`src/rtl/soc_uart_tx_sched.sv`:
```
// Round-robin scheduler sharing one UART transmitter among NREQ byte streams, with message locking.
// Optional lock-release timeout is enabled by defining SOC_UART_TX_SCHED_TIMEOUT_EN.
module soc_uart_tx_sched #(
    parameter int NREQ           = 4,
    parameter int TIMEOUT_CYCLES = 1024
) (
    input  logic                    uclk,
    input  logic                    res,
    input  logic [NREQ-1:0]         req_valid,
    input  logic [8*NREQ-1:0]       req_data,
    input  logic [NREQ-1:0]         req_last,
    output logic [NREQ-1:0]         req_ready,
    output logic                    uart_start_tx,
    output logic [7:0]              uart_tx_data,
    input  logic                    uart_tx_empty,
    output logic [$clog2(NREQ)-1:0] grant_id,
    output logic                    locked,
    output logic                    busy
);

    localparam int GW = $clog2(NREQ);

    if (NREQ < 2 || NREQ > 16 || TIMEOUT_CYCLES < 1) begin : g_param_check
        $error("soc_uart_tx_sched: unsupported parameter value");
    end

    typedef enum logic [1:0] {ARB, LAUNCH, WAIT_DONE} state_t;

    state_t          state, state_n;
    logic [NREQ-1:0] ready_n;
    logic            start_n;
    logic [7:0]      data_n;
    logic [GW-1:0]   gid_n;
    logic            locked_n;
    logic            busy_n;

    logic            win;
    logic [GW-1:0]   win_idx;
    logic [7:0]      win_data;
    logic            win_last;
    int              base;

`ifdef SOC_UART_TX_SCHED_TIMEOUT_EN
    localparam int            TW      = $clog2(TIMEOUT_CYCLES + 1);
    localparam logic [TW-1:0] TO_LAST = TW'(TIMEOUT_CYCLES - 1);
    logic [TW-1:0] to_cnt, to_cnt_n;
`endif

    // Rotating priority search starting after the last grantee; a lock narrows it to the grantee alone.
    always_comb begin
        win      = 1'b0;
        win_idx  = '0;
        win_data = '0;
        win_last = 1'b0;
        base     = int'(grant_id);
        for (int k = 1; k <= NREQ; k++) begin
            for (int i = 0; i < NREQ; i++) begin
                if (!win && req_valid[i] && (i == (base + k) % NREQ) && (!locked || i == base)) begin
                    win      = 1'b1;
                    win_idx  = GW'(i);
                    win_data = req_data[8*i +: 8];
                    win_last = req_last[i];
                end
            end
        end
    end

    always_comb begin
        state_n  = state;
        ready_n  = '0;
        start_n  = uart_start_tx;
        data_n   = uart_tx_data;
        gid_n    = grant_id;
        locked_n = locked;
        unique case (state)
            ARB: begin
                if (win) begin
                    data_n           = win_data;
                    ready_n[win_idx] = 1'b1;
                    gid_n            = win_idx;
                    locked_n         = ~win_last;
                    start_n          = 1'b1;
                    state_n          = LAUNCH;
                end
            end
            // start_tx is held because the UART ignores it during its stop bit while still reporting empty.
            LAUNCH: begin
                if (!uart_tx_empty) begin
                    start_n = 1'b0;
                    state_n = WAIT_DONE;
                end
            end
            WAIT_DONE: begin
                if (uart_tx_empty) begin
                    state_n = ARB;
                end
            end
            default: state_n = ARB;
        endcase
`ifdef SOC_UART_TX_SCHED_TIMEOUT_EN
        to_cnt_n = to_cnt;
        if (!locked || (state == ARB && win)) begin
            to_cnt_n = '0;
        end else if (state == ARB && !req_valid[grant_id]) begin
            if (to_cnt == TO_LAST) begin
                to_cnt_n = '0;
                locked_n = 1'b0;
            end else begin
                to_cnt_n = to_cnt + TW'(1);
            end
        end
`endif
        busy_n = (state_n != ARB);
    end

    always_ff @(posedge uclk) begin
        if (res) begin
            state         <= ARB;
            req_ready     <= '0;
            uart_start_tx <= 1'b0;
            uart_tx_data  <= '0;
            grant_id      <= GW'(NREQ - 1);
            locked        <= 1'b0;
            busy          <= 1'b0;
`ifdef SOC_UART_TX_SCHED_TIMEOUT_EN
            to_cnt        <= '0;
`endif
        end else begin
            state         <= state_n;
            req_ready     <= ready_n;
            uart_start_tx <= start_n;
            uart_tx_data  <= data_n;
            grant_id      <= gid_n;
            locked        <= locked_n;
            busy          <= busy_n;
`ifdef SOC_UART_TX_SCHED_TIMEOUT_EN
            to_cnt        <= to_cnt_n;
`endif
        end
    end

endmodule

```
`config.mk`:
```
export PLATFORM = sky130hd
export DESIGN_NAME = soc_uart_tx_sched
export DESIGN_NICKNAME = d
export VERILOG_FILES = /design/src/rtl/soc_uart_tx_sched.sv
export SDC_FILE = /design/constraint.sdc
export NUM_CORES = 1
export LEC_CHECK = 0
export CAP_MARGIN = 20
export CORE_MARGIN = 2
export CORE_UTILIZATION = 45
export CTS_CLUSTER_SIZE = 40
export DETAILED_ROUTE_END_ITERATION = 8
export PLACE_DENSITY_LB_ADDON = 0.12
export SYNTH_ARGS = -nofsm -noshare
export SYNTH_HDL_FRONTEND = slang
export SYNTH_SLANG_ARGS = --single-unit
export TNS_END_PERCENT = 5
```
`constraint.sdc`:
```
create_clock -name uclk -period 3 [get_ports uclk]
set_input_delay 0.6 -clock uclk [delete_from_list [all_inputs] [get_ports uclk]]
set_output_delay 0.6 -clock uclk [all_outputs]
set_load 0.01 [all_outputs]
```
== Word level (Yosys, flattened, before mapping) ==
Cells that the tools add are included.

* Bits in registers: 19
* Output and inout port bits: 17
* Word-level logic and storage cells: 194

* $add $sub $neg: 4
* $lt $le $gt $ge: 2
* Equality and inequality tests: 19
* Mux-type cells: 72
* Bitwise operators: 7
* Reductions and logical operators: 83

{| class="wikitable"
|+ Operators with widths
! operator !! count
|-
| $logic_not 32->1 || 4
|-
| $mux 8 || 16
|-
| $logic_and 1x1->1 || 48
|-
| $mux 1 || 36
|-
| $mux 2 || 17
|-
| $eq 3x3->1 const A || 8
|-
| $logic_not 1->1 || 16
|-
| $eq 2x3->1 const A || 4
|-
| $reduce_or 2->1 || 4
|-
| $pmux 2 s3 || 1
|-
| $add 2x1->2 const B || 2
|-
| $add 2x2->2 const B || 2
|-
| $and 1x1->1 const A || 4
|-
| $eq 2x2->1 const A || 2
|-
| $logic_not 2->1 || 2
|-
| $logic_or 1x1->1 || 4
|-
| $ne 2x2->1 const B || 2
|-
| $reduce_bool 2->1 || 2
|-
| $lt 2x3->1 const B || 1
|-
| $not 1->1 || 3
|-
| $reduce_and 3->1 || 1
|-
| $reduce_or 3->1 || 1
|-
| $demux 1 s2 || 1
|-
| $eq 1x2->1 const A || 1
|-
| other kinds (5) || 5
|}

== Depth between registers and ports, before layout ==
Gate-level depths: netlist (run 1).

* Depth after elaboration: 86
* Gate-level depth with buffers: 9
* Mapped depth without buffers: 6

== Worst setup path after synthesis (run 1) ==
Ideal clock, no wire load.

* Path type: input-to-reg
* Start: in req_valid[2]
* End: reg uart_tx_data[4]
* Setup time: 116 ps
* Data arrival time: 2148 ps
* Data required time: 2884 ps
* Path slack: 735 ps
* Stages on the path: 8
* Buffers on the path: 2
* Cells stage by stage: buf_2 nor2_1 o32a_1 a311o_1 buf_2 a221oi_2 nor3_1 a41o_1

* Cells in the longest elaborated chain, start to end: 70
* Elaborated cells between the ends (all ways): 84
* Those cells by class: mux (28); reduce/logical (56)

{| class="wikitable"
|+ Ends and longest elaborated chain
! what !! RTL line !! RTL
|-
| start, declared || 9 || <nowiki>input logic [NREQ-1:0] req_valid,</nowiki>
|-
| $logic_and 1x1->1 (3 in series) || 58 || <nowiki>if (!win && req_valid[i] && (i == (base + k) % NREQ) && (!locked || i == base)) begin</nowiki>
|-
| $mux 1 || 58 ||
|-
| $logic_not 1->1 || 58 ||
|-
| $logic_and 1x1->1 (3 in series) || 58 ||
|-
| $mux 1 || 58 ||
|-
| $logic_not 1->1 || 58 ||
|-
| $logic_and 1x1->1 (3 in series) || 58 ||
|-
| $mux 1 || 58 ||
|-
| [... 44 more ...] || -- ||
|-
| $mux 1 || 58 ||
|-
| $logic_not 1->1 || 58 ||
|-
| $logic_and 1x1->1 (3 in series) || 58 ||
|-
| $mux 1 || 58 ||
|-
| $logic_not 1->1 || 58 ||
|-
| $logic_and 1x1->1 (3 in series) || 58 ||
|-
| $mux 1 || 58 ||
|-
| $reduce_and 2->1 (no line) || -- ||
|-
| end signal, assigned || 132 || <nowiki>uart_tx_data <= data_n;</nowiki>
|-
| end, declared || 14 || <nowiki>output logic [7:0] uart_tx_data,</nowiki>
|}

Several ways; a longest one is shown, not always the timed one.
A chain may end at the register's enable or synchronous reset.

== Worst setup path in the final report (run 1) ==
* Start: in req_valid[1]
* End: reg uart_tx_data[5]

* Cells in the longest elaborated chain, start to end: 75
* Elaborated cells between the ends (all ways): 90
* Those cells by class: mux (30); reduce/logical (60)

{| class="wikitable"
|+ Ends and longest elaborated chain
! what !! RTL line
|-
| $logic_and 1x1->1 (3 in series) || 58
|-
| $mux 1 || 58
|-
| $logic_not 1->1 || 58
|-
| $logic_and 1x1->1 (3 in series) || 58
|-
| $mux 1 || 58
|-
| $logic_not 1->1 || 58
|-
| $logic_and 1x1->1 (3 in series) || 58
|-
| $mux 1 || 58
|-
| [... 49 more ...] || --
|-
| $mux 1 || 58
|-
| $logic_not 1->1 || 58
|-
| $logic_and 1x1->1 (3 in series) || 58
|-
| $mux 1 || 58
|-
| $logic_not 1->1 || 58
|-
| $logic_and 1x1->1 (3 in series) || 58
|-
| $mux 1 || 58
|-
| $reduce_and 2->1 (no line) || --
|}

Several ways; a longest one is shown, not always the timed one.

==> results of run 1 <==
[cell usage after synthesis, drive strengths merged, types with 2 or more instances]
| master | instances | area, sq um |
|---|---|---|
| or3 | 3 | 18.8 |
| o21ai | 20 | 100 |
| or2 | 2 | 15.0 |
| o22ai | 3 | 18.8 |
| buf | 17 | 87.6 |
| a2111oi | 7 | 61.3 |
| o21bai | 3 | 22.5 |
| a221oi | 9 | 91.3 |
| or4 | 2 | 15.0 |
| a31oi | 8 | 50.1 |
| a211o | 2 | 17.5 |
| nand2 | 25 | 93.8 |
| o211ai | 3 | 22.5 |
| a222oi | 6 | 60.1 |
| and3b | 9 | 78.8 |
| o32ai | 2 | 36.3 |
| nand3 | 4 | 20.0 |
| and3 | 6 | 37.5 |
| nand3b | 6 | 45.0 |
| a22oi | 7 | 52.6 |
| clkbuf | 8 | 30.0 |
| o311ai | 6 | 52.6 |
| nor3b | 3 | 22.5 |
| and2 | 2 | 12.5 |
| a21o | 12 | 90.1 |
| nor4b | 4 | 41.3 |
| nor2b | 6 | 37.5 |
| nand2b | 12 | 75.1 |
| a32oi | 4 | 35.0 |
| dfxtp | 19 | 380 |
| nor3 | 11 | 65.1 |
| nor2 | 30 | 113 |
| a221o | 2 | 20.0 |
| a31o | 3 | 26.3 |
| a211oi | 5 | 37.5 |
| a21oi | 19 | 95.1 |
| inv | 8 | 30.0 |
| nor4 | 6 | 73.8 |
[cells by family after synthesis]
kind of cell / Yosys count / share of synthesized area (%)
compound gates: 132 / 42.1
simple gates: 136 / 33.9
flops: 19 / 15.9
xor+xnor: 1 / 0.367
buf+inv: 33 / 6.19
mux: 2 / 1.52
[final cells by class]
class	instances	area, sq um
Tap cell	70	87.6
Clock buffer	4	45.0
Fill cell	462	1740
Timing Repair Buffer	107	963
Multi-Input combinational cell	271	1860
Inverter	8	30.0
Sequential cell	19	380
[critical path, stage by stage]
cell	delay, ns
clkdlybuf4s50_1	0.49
buf_4	0.19
mux2i_2	0.32
o32a_1	0.31
and3_1	0.46
nand2b_1	0.28
a21oi_1	0.07
a31oi_1	0.16
[per-stage QoR]
step                hold WS (ns)  power [mW]
finish                     0.480        2.81
detailed placement         0.474        2.57
floorplan                  0.499        1.75
CTS                        0.482        2.76
global route               0.527        2.98
global placement           0.469        2.55
[registers in the layout, indices dropped and copies added (netlist names)]
signal	flops
uart_start_tx	1
state	2
grant_id	2
uart_tx_data	8
busy	1
locked	1
req_ready	4
[per-layer routing]
layer | routed length (um) | vias to the layer above
met4 | 438 | 0
met1 | 3810 | 1538
met2 | 4920 | 253
li1 | - | 1456
met5 | 0 | -
met3 | 969 | 40
[power groups by stage]
stage	clock (mW)	sequential (mW)	combinational, mW
after floorplan	0	0.467	1.28
after global placement	0	0.481	2.07
after detailed placement	0	0.480	2.09
after CTS	0.181	0.475	2.10
after global routing	0.194	0.492	2.30
final	0.181	0.480	2.15
[how the worst max path moves through the flow]
stage	start	end	slack [ns]	cells after the start
final	req_valid[1]	uart_tx_data[5]$_SDFFE_PP0P_	0.30	8
after global routing	req_valid[1]	uart_tx_data[5]$_SDFFE_PP0P_	0.15	8
after CTS	req_valid[3]	uart_tx_data[5]$_SDFFE_PP0P_	0.33	7
after detailed placement	req_valid[3]	uart_tx_data[6]$_SDFFE_PP0P_	0.06	7
after global placement	req_valid[3]	uart_tx_data[1]$_SDFFE_PP0P_	0.14	8
after floorplan	req_valid[2]	uart_tx_data[4]$_SDFFE_PP0P_	0.74	8
==> results.yml, run 1 <==
grt:
  grt.met1_usage_pct: 40.4
  grt_usage_pct: 33.7
  antenna_found_initial: 0
  use_met3_pct: 4.82
  busiest_layer: "met2"
  grt_max_degree: 19
  grt_pass1_vias: 3119
  grt_pass1_wl_mm: 15.9
  global_route.usage.met2_pct: 59.6
  overflow: 0
timing:
  fmax_mhz: 370
  layout_setup_ws_ns: 0.296
  skew_ns: 0.00473
  slew_violations: 0
  rsz0062_at_grt: "false"
  fin_crit_sh_pct: 90.1
  fin_crit_ns: 2.70
  slew_headroom_pct: 59.4
  worst_pin_slew_ns: 0.609
  hold_viol: 0
  finalSetupTns_ns: 0
  setup_viol: 0
critical_path:
  path_max_fanout: 9
  cp_data_arrival_time_ns: 2.89
  crit_type: "in -> reg"
  rrSetupSlack_ns: 0.38
  required_ns: 3.19
  timing.rr.end: "req_ready[2]$_SDFF_PP0_"
  critPathLaunchType: "primary input"
  r2r_start: "grant_id[0]$_SDFFE_PP1P_"
  rr_worst_depth: 6
  endpoint_kind: "flip-flop"
placed_design:
  placed_area_sq_um: 3320
  pre_cts_ws_ns: 0.0596
  io_buffer_count: 59
  placed_cells: 475
  globalplace.congestion: 0.971
  hpwl_mm: 7.82
drt:
  vias: 3287
  drt_iter0_drc: 547
  via_per_inst: 6.86
  drtAntennaViolNets: 0
  firstDrtPassIters: 6
  routedWlPerCell_um: 21.2
  wl_mm: 10.1
  drcViolationCount: 0
pwr:
  power_switching_share_pct: 48.3
  peakVddDrop_mv: 0.434
  seqPwrFrac_pct: 17.1
  power_switching_mw: 1.35
  internal_power_mw: 1.45
  clockPowerShare_pct: 6.4
  p_leak_nw: 1.27
  powerDensity_nw_per_um2: 834
  combPwrFrac_pct: 76.5
yosys:
  ys_seq_elements: 19
  synth_warnings: 0
  ys_types: 68
  synth_area_per_cell_sq_um: 7.39
  synth_flop_cell: "dfxtp_1"
  ys_async_sr_fraction_pct: 0
  synth_edf_count: 0
  seq_area_frac_synth_pct: 15.9
  syn-instance-count: 323
  synth_nets: 366
  netlist_area_sq_um: 2390
floorplanning:
  fp.dieW_um: 76.8
  fp.dieH_um: 76.8
  coreArea_sq_um: 5110
  dieArea_sq_um: 5900
  start_util_pct: 46.7
  pin_count: 60
  rows: 26
cts:
  cts_buffers: 3
  clock_path_buffers: 2
  clk-insertion-delay-late_ns: 0.26
  post_cts_buffers: 0
  cts_tree: "built"
  htree_levels: 1
  postCtsResizedCells: 0
  clockRootBuffer: "clkbuf_8"
  holdBufCountCts: 0
  cts_sinks: 19
  clkSlewWorstSetupHoldPaths_ns: 0.07
hold_path:
  hp-class: "reg -> reg"
  hold_depth: 2
  hp-start: "uart_start_tx$_SDFFE_PP0P_"
  whs_endpoint: "uart_start_tx$_SDFFE_PP0P_"
layout:
  final_net_count: 453
  drive_gt1_share_pct: 16.6
  instances_no_fill: 479
  fin_util_pct: 65.9
  design_area_sq_um: 3360
  layout_common_cells: "clkdlybuf4s50_1, buf_4, nor2_1"
  final_common_cell: "clkdlybuf4s50_1"
  syn_to_final_growth_pct: 41.0
  antenna_cells: 0
status:
  outcome: "completed"
job:
  maxCapViolCount: 0
(Power assumes the default switching activity.)
==> run 2: changes to the inputs <==
==> constraint.sdc (replaced) <==
create_clock -name uclk -period 3 [get_ports uclk]
set_input_delay 0.45 -clock uclk [delete_from_list [all_inputs] [get_ports uclk]]
set_output_delay 0.45 -clock uclk [all_outputs]
set_load 0.01 [all_outputs]
==> run 2 against run 1 <==
Against the previous run: clock skew fell by 0.0039 ns; largest power group unchanged; power fell by 4.2%; highest routed layer unchanged; worst setup slack improved by 0.044 ns; clock power barely moved; first-iteration DRC count fell by 22%; via count fell by 5.7%; register-to-register slack got worse by 0.04 ns; routed wire length fell by 9.8%.
==> results.yml, run 2 (synthesized netlist as in run 1, its figures left out) <==
status:
  outcome: "completed"
critical_path:
  crit_chain: "buf_4 -> nand2b_1 -> nor3_1 -> or2_2 -> a2111oi_0 -> and3b_1 -> a31oi_1"
  crit_type: "reg -> reg"
  critPathLaunchType: "flip-flop"
  path_buf_inv: 1
  cp_data_arrival_time_ns: 2.84
  endpoint_kind: "flip-flop"
  critPathSlowestCell: "dfxtp_1"
  required_ns: 3.18
  crit_path_max_incr_delay_ns: 0.61
  path_max_fanout: 22
  worst_path_dominant_cell_family: "simple AND/OR/NAND/NOR gates"
placed_design:
  hpwl_mm: 7.13
  placed_area_sq_um: 3170
  globalplace.congestion: 0.971
  io_buffer_count: 59
layout:
  reg.largest.list: "uart_tx_data: 8 flops, req_ready: 4 flops"
  regMostFlops: "uart_tx_data"
  multiInputGateArea_sq_um: 1860
  drive_gt1_share_pct: 12.1
  syn_to_final_growth_pct: 34.9
  final_net_count: 432
  area.sequential_sq_um: 380
  layout_common_cells: "clkdlybuf4s50_1, nor2_1, nand2_1, buf_4, o21ai_0"
  largest_register_ffs: 8
  final_common_cell: "clkdlybuf4s50_1"
  antenna_cells: 0
  design_area_sq_um: 3220
  fillCellCount: 478
timing:
  rsz0062_at_grt: "false"
  fin_crit_ns: 2.66
  worst_pin_slew_ns: 0.686
  slew_headroom_pct: 53.9
  setup_viol: 0
  fin_crit_sh_pct: 88.7
  slew_violations: 0
  finalSetupTns_ns: 0
  skew_ns: 0.000856
  fmax_mhz: 376
  hold_viol: 0
  whs_ns: 0.516
cts:
  post_cts_buffers: 0
  cts_sinks: 19
  cts_tree: "built"
  htree_levels: 1
  cts_buffers: 3
  postCtsResizedCells: 0
  clkSlewWorstSetupHoldPaths_ns: 0.07
  clockRootBuffer: "clkbuf_8"
  holdBufCountCts: 0
  clk-insertion-delay-late_ns: 0.26
  clock_path_buffers: 2
drt:
  drt_iter0_drc: 426
  via_per_inst: 6.77
  firstDrtPassIters: 6
  vias: 3101
  routedWlPerCell_um: 20.0
  wl_mm: 9.15
  drtAntennaViolNets: 0
  drcViolationCount: 0
grt:
  grt_usage_pct: 31.4
  overflow: 0
  grt_max_degree: 23
  antenna_found_initial: 0
  grt_pass1_wl_mm: 15.0
  grt_pass1_vias: 2996
pwr:
  p_leak_nw: 1.17
  peakVddDrop_mv: 0.513
  powerDensity_nw_per_um2: 835
floorplanning:
  dieArea_sq_um: 5900
  fp.dieH_um: 76.8
  start_util_pct: 46.7
  fp.dieW_um: 76.8
  coreArea_sq_um: 5110
  rows: 26
  pin_count: 60
job:
  maxCapViolCount: 0
hold_path:
  hp-class: "reg -> reg"
==> run 2: worst reg2reg max path: stages (launching register included) <==
cell	delay, ns
dfxtp_1	0.61
buf_4	0.32
nand2b_1	0.34
nor3_1	0.10
or2_2	0.37
a2111oi_0	0.42
and3b_1	0.25
a31oi_1	0.17
==> run 2: path summary, 6_finish.rpt <==
path	from	endpoint	slack [ns]	depth (start not counted)
setup / recovery	grant_id[0]$_SDFFE_PP1P_	uart_tx_data[5]$_SDFFE_PP0P_	0.34	7
hold reg to reg	uart_start_tx$_SDFFE_PP0P_	uart_start_tx$_SDFFE_PP0P_	0.52	2
hold / removal	uart_start_tx$_SDFFE_PP0P_	uart_start_tx$_SDFFE_PP0P_	0.52	2
setup reg to reg	grant_id[0]$_SDFFE_PP1P_	uart_tx_data[5]$_SDFFE_PP0P_	0.34	7
==> run 2: final cells by class <==
type | instances | area share, %
clock buffer | 4 | 1.40
inverter | 8 | 0.933
multi-input combinational | 271 | 57.7
sequential | 19 | 11.8
tap | 70 | 2.72
timing repair buffer | 86 | 25.4
==> run 2: power by group <==
part / leakage, nW / total [mW] / switching (mW) / internal (mW)
Sequential: 0.157 / 0.475 / 0.120 / 0.354
Clock: 0.0228 / 0.179 / 0.0841 / 0.0946
Combinational: 0.988 / 2.03 / 1.09 / 0.940
==> run 2: layer usage <==
| metal | global-route usage, % | wire [um] |
|---|---|---|
| met2 | 54.0 | 4440 |
| met3 | 4.24 | 624 |
| met1 | 38.2 | 3680 |
| met4 | 15.5 | 406 |
| met5 | 0 | 0 |
==> run 2: stage by stage <==
step           power, mW  worst slack, ns  utilization, %  std cells
3_3_place_gp        2.46            0.250            62.2        454
3_5_place_dp        2.47            0.195            62.2        454
4_1_cts             2.66            0.411            63.0        458
6_report            2.69            0.340            63.0        458
5_1_grt             2.88            0.230            63.0        458
2_1_floorplan       1.75            0.885               -        323
==> run 3: changes to the inputs <==
--- a/config.mk
+++ b/config.mk
@@ -10,6 +10,7 @@
 export CORE_UTILIZATION = 45
 export CTS_CLUSTER_SIZE = 40
 export DETAILED_ROUTE_END_ITERATION = 8
+export GPL_TIMING_DRIVEN = 0
 export PLACE_DENSITY_LB_ADDON = 0.12
 export SYNTH_ARGS = -nofsm -noshare
 export SYNTH_HDL_FRONTEND = slang
==> run 3 against run 2 <==
Against the previous run: via count up 3.1%; sequential share of layout area increased by 0.36 points; fmax down 3.8%; highest routed layer unchanged.
==> results.yml, run 3 (synthesized netlist as in run 1, its figures left out) <==
status:
  outcome: "completed"
layout:
  design_area_sq_um: 3120
  area.sequential_sq_um: 380
  regMostFlops: "uart_tx_data"
  multiInputGateArea_sq_um: 1860
  final_net_count: 432
  antenna_cells: 0
  final_common_cell: "clkdlybuf4s50_1"
  drive_gt1_share_pct: 10.1
  syn_to_final_growth_pct: 30.9
  fillCellCount: 490
  reg.largest.list: "uart_tx_data: 8 flops, req_ready: 4 flops"
  layout_common_cells: "clkdlybuf4s50_1, nor2_1, nand2_1"
  largest_register_ffs: 8
pwr:
  p_leak_nw: 1.11
  peakVddDrop_mv: 0.615
  finalPower_mw: 2.66
  powerDensity_nw_per_um2: 853
grt:
  grt_max_degree: 11
  busiest_layer: "met2"
  grt_usage_pct: 33.8
  overflow: 0
  use_met3_pct: 5.18
  antenna_found_initial: 0
  grt_pass1_vias: 3073
  grt.met1_usage_pct: 41.9
  grt_pass1_wl_mm: 15.9
  global_route.usage.met2_pct: 56.6
floorplanning:
  fp.dieW_um: 76.8
  start_util_pct: 46.7
  dieArea_sq_um: 5900
  coreArea_sq_um: 5110
  fp.dieH_um: 76.8
  rows: 26
  pin_count: 60
placed_design:
  globalplace.congestion: 0.971
  placed_area_sq_um: 3060
  io_buffer_count: 58
  hpwl_mm: 7.55
timing:
  worst_pin_slew_ns: 0.810
  slew_violations: 0
  fin_crit_sh_pct: 92.2
  setup_viol: 0
  slew_headroom_pct: 45.9
  rsz0062_at_grt: "false"
  skew_ns: 0.00432
  hold_viol: 0
  fmax_mhz: 361
  fin_crit_ns: 2.77
drt:
  routedWlPerCell_um: 21.7
  drt_iter0_drc: 667
  vias: 3197
  firstDrtPassIters: 7
  drtAntennaViolNets: 0
  via_per_inst: 6.98
  wl_mm: 9.96
  drcViolationCount: 0
critical_path:
  cp_data_arrival_time_ns: 2.97
  critPathSlowestCell: "or4_1"
  crit_type: "in -> reg"
  path_max_fanout: 10
  crit_path_max_incr_delay_ns: 0.57
  crit_chain: "clkdlybuf4s50_1 -> buf_2 -> nor4b_1 -> and2_1 -> clkbuf_1 -> or4_1 -> nor4_1 -> and3b_1"
  critPathLaunchType: "primary input"
  required_ns: 3.20
  endpoint_kind: "flip-flop"
cts:
  clockRootBuffer: "clkbuf_8"
  postCtsResizedCells: 0
  cts_tree: "built"
  cts_sinks: 19
  htree_levels: 1
  clk-insertion-delay-late_ns: 0.26
  clkSlewWorstSetupHoldPaths_ns: 0.07
  clock_path_buffers: 2
  cts_buffers: 3
  post_cts_buffers: 0
  holdBufCountCts: 0
hold_path:
  hp-class: "reg -> reg"
job:
  maxCapViolCount: 0
[run 3: per-layer routing]
metal	vias up	part of all wire, %	routed length, um
li1	1413	-	-
met1	1520	39	3880
met2	224	47	4710
met3	40	8.7	865
met4	0	5.0	501
met5	-	0	0
[run 3: worst paths after layout]
| kind | cells past startpoint | start | slack (ns) | to |
|---|---|---|---|---|
| hold reg to reg | 2 | uart_start_tx$_SDFFE_PP0P_ | 0.48 | uart_start_tx$_SDFFE_PP0P_ |
| hold / removal | 2 | uart_start_tx$_SDFFE_PP0P_ | 0.48 | uart_start_tx$_SDFFE_PP0P_ |
| setup reg to reg | 6 | grant_id[1]$_SDFFE_PP1P_ | 0.48 | uart_tx_data[0]$_SDFFE_PP0P_ |
| setup / recovery | 8 | req_valid[2] | 0.23 | req_ready[2]$_SDFF_PP0_ |
[run 3: critical path, delay by kind of cell]
kind	cells	cell delay, ns
and+or+nand+nor	5	1.56
buffers and inverters	3	0.94
[run 3: layout make-up]
class | instances | area share, %
multi-input combinational | 271 | 59.6
inverter | 8 | 0.961
buffer | 25 | 3.76
tap | 70 | 2.80
sequential | 19 | 12.2
timing repair buffer | 61 | 19.3
clock buffer | 4 | 1.44
[run 3: where the power goes]
group | switching, mW | internal [mW] | leakage [nW] | total (mW)
Combinational | 1.19 | 0.864 | 0.926 | 2.05
Sequential | 0.0781 | 0.355 | 0.157 | 0.433
Clock | 0.0832 | 0.0945 | 0.0228 | 0.178
[run 3: metrics by stage]
step	std cells	hold slack, ns	utilization, %	worst slack [ns]	setup TNS (ns)
4_1_cts	456	0.484	60.9	0.0971	0
6_report	458	0.483	61.2	0.233	0
3_5_place_dp	452	0.472	60.0	-0.145	-0.649
2_1_floorplan	323	0.499	-	0.885	0
5_1_grt	458	0.518	61.2	0.0194	0
3_3_place_gp	451	0.473	59.8	-0.228	-0.939
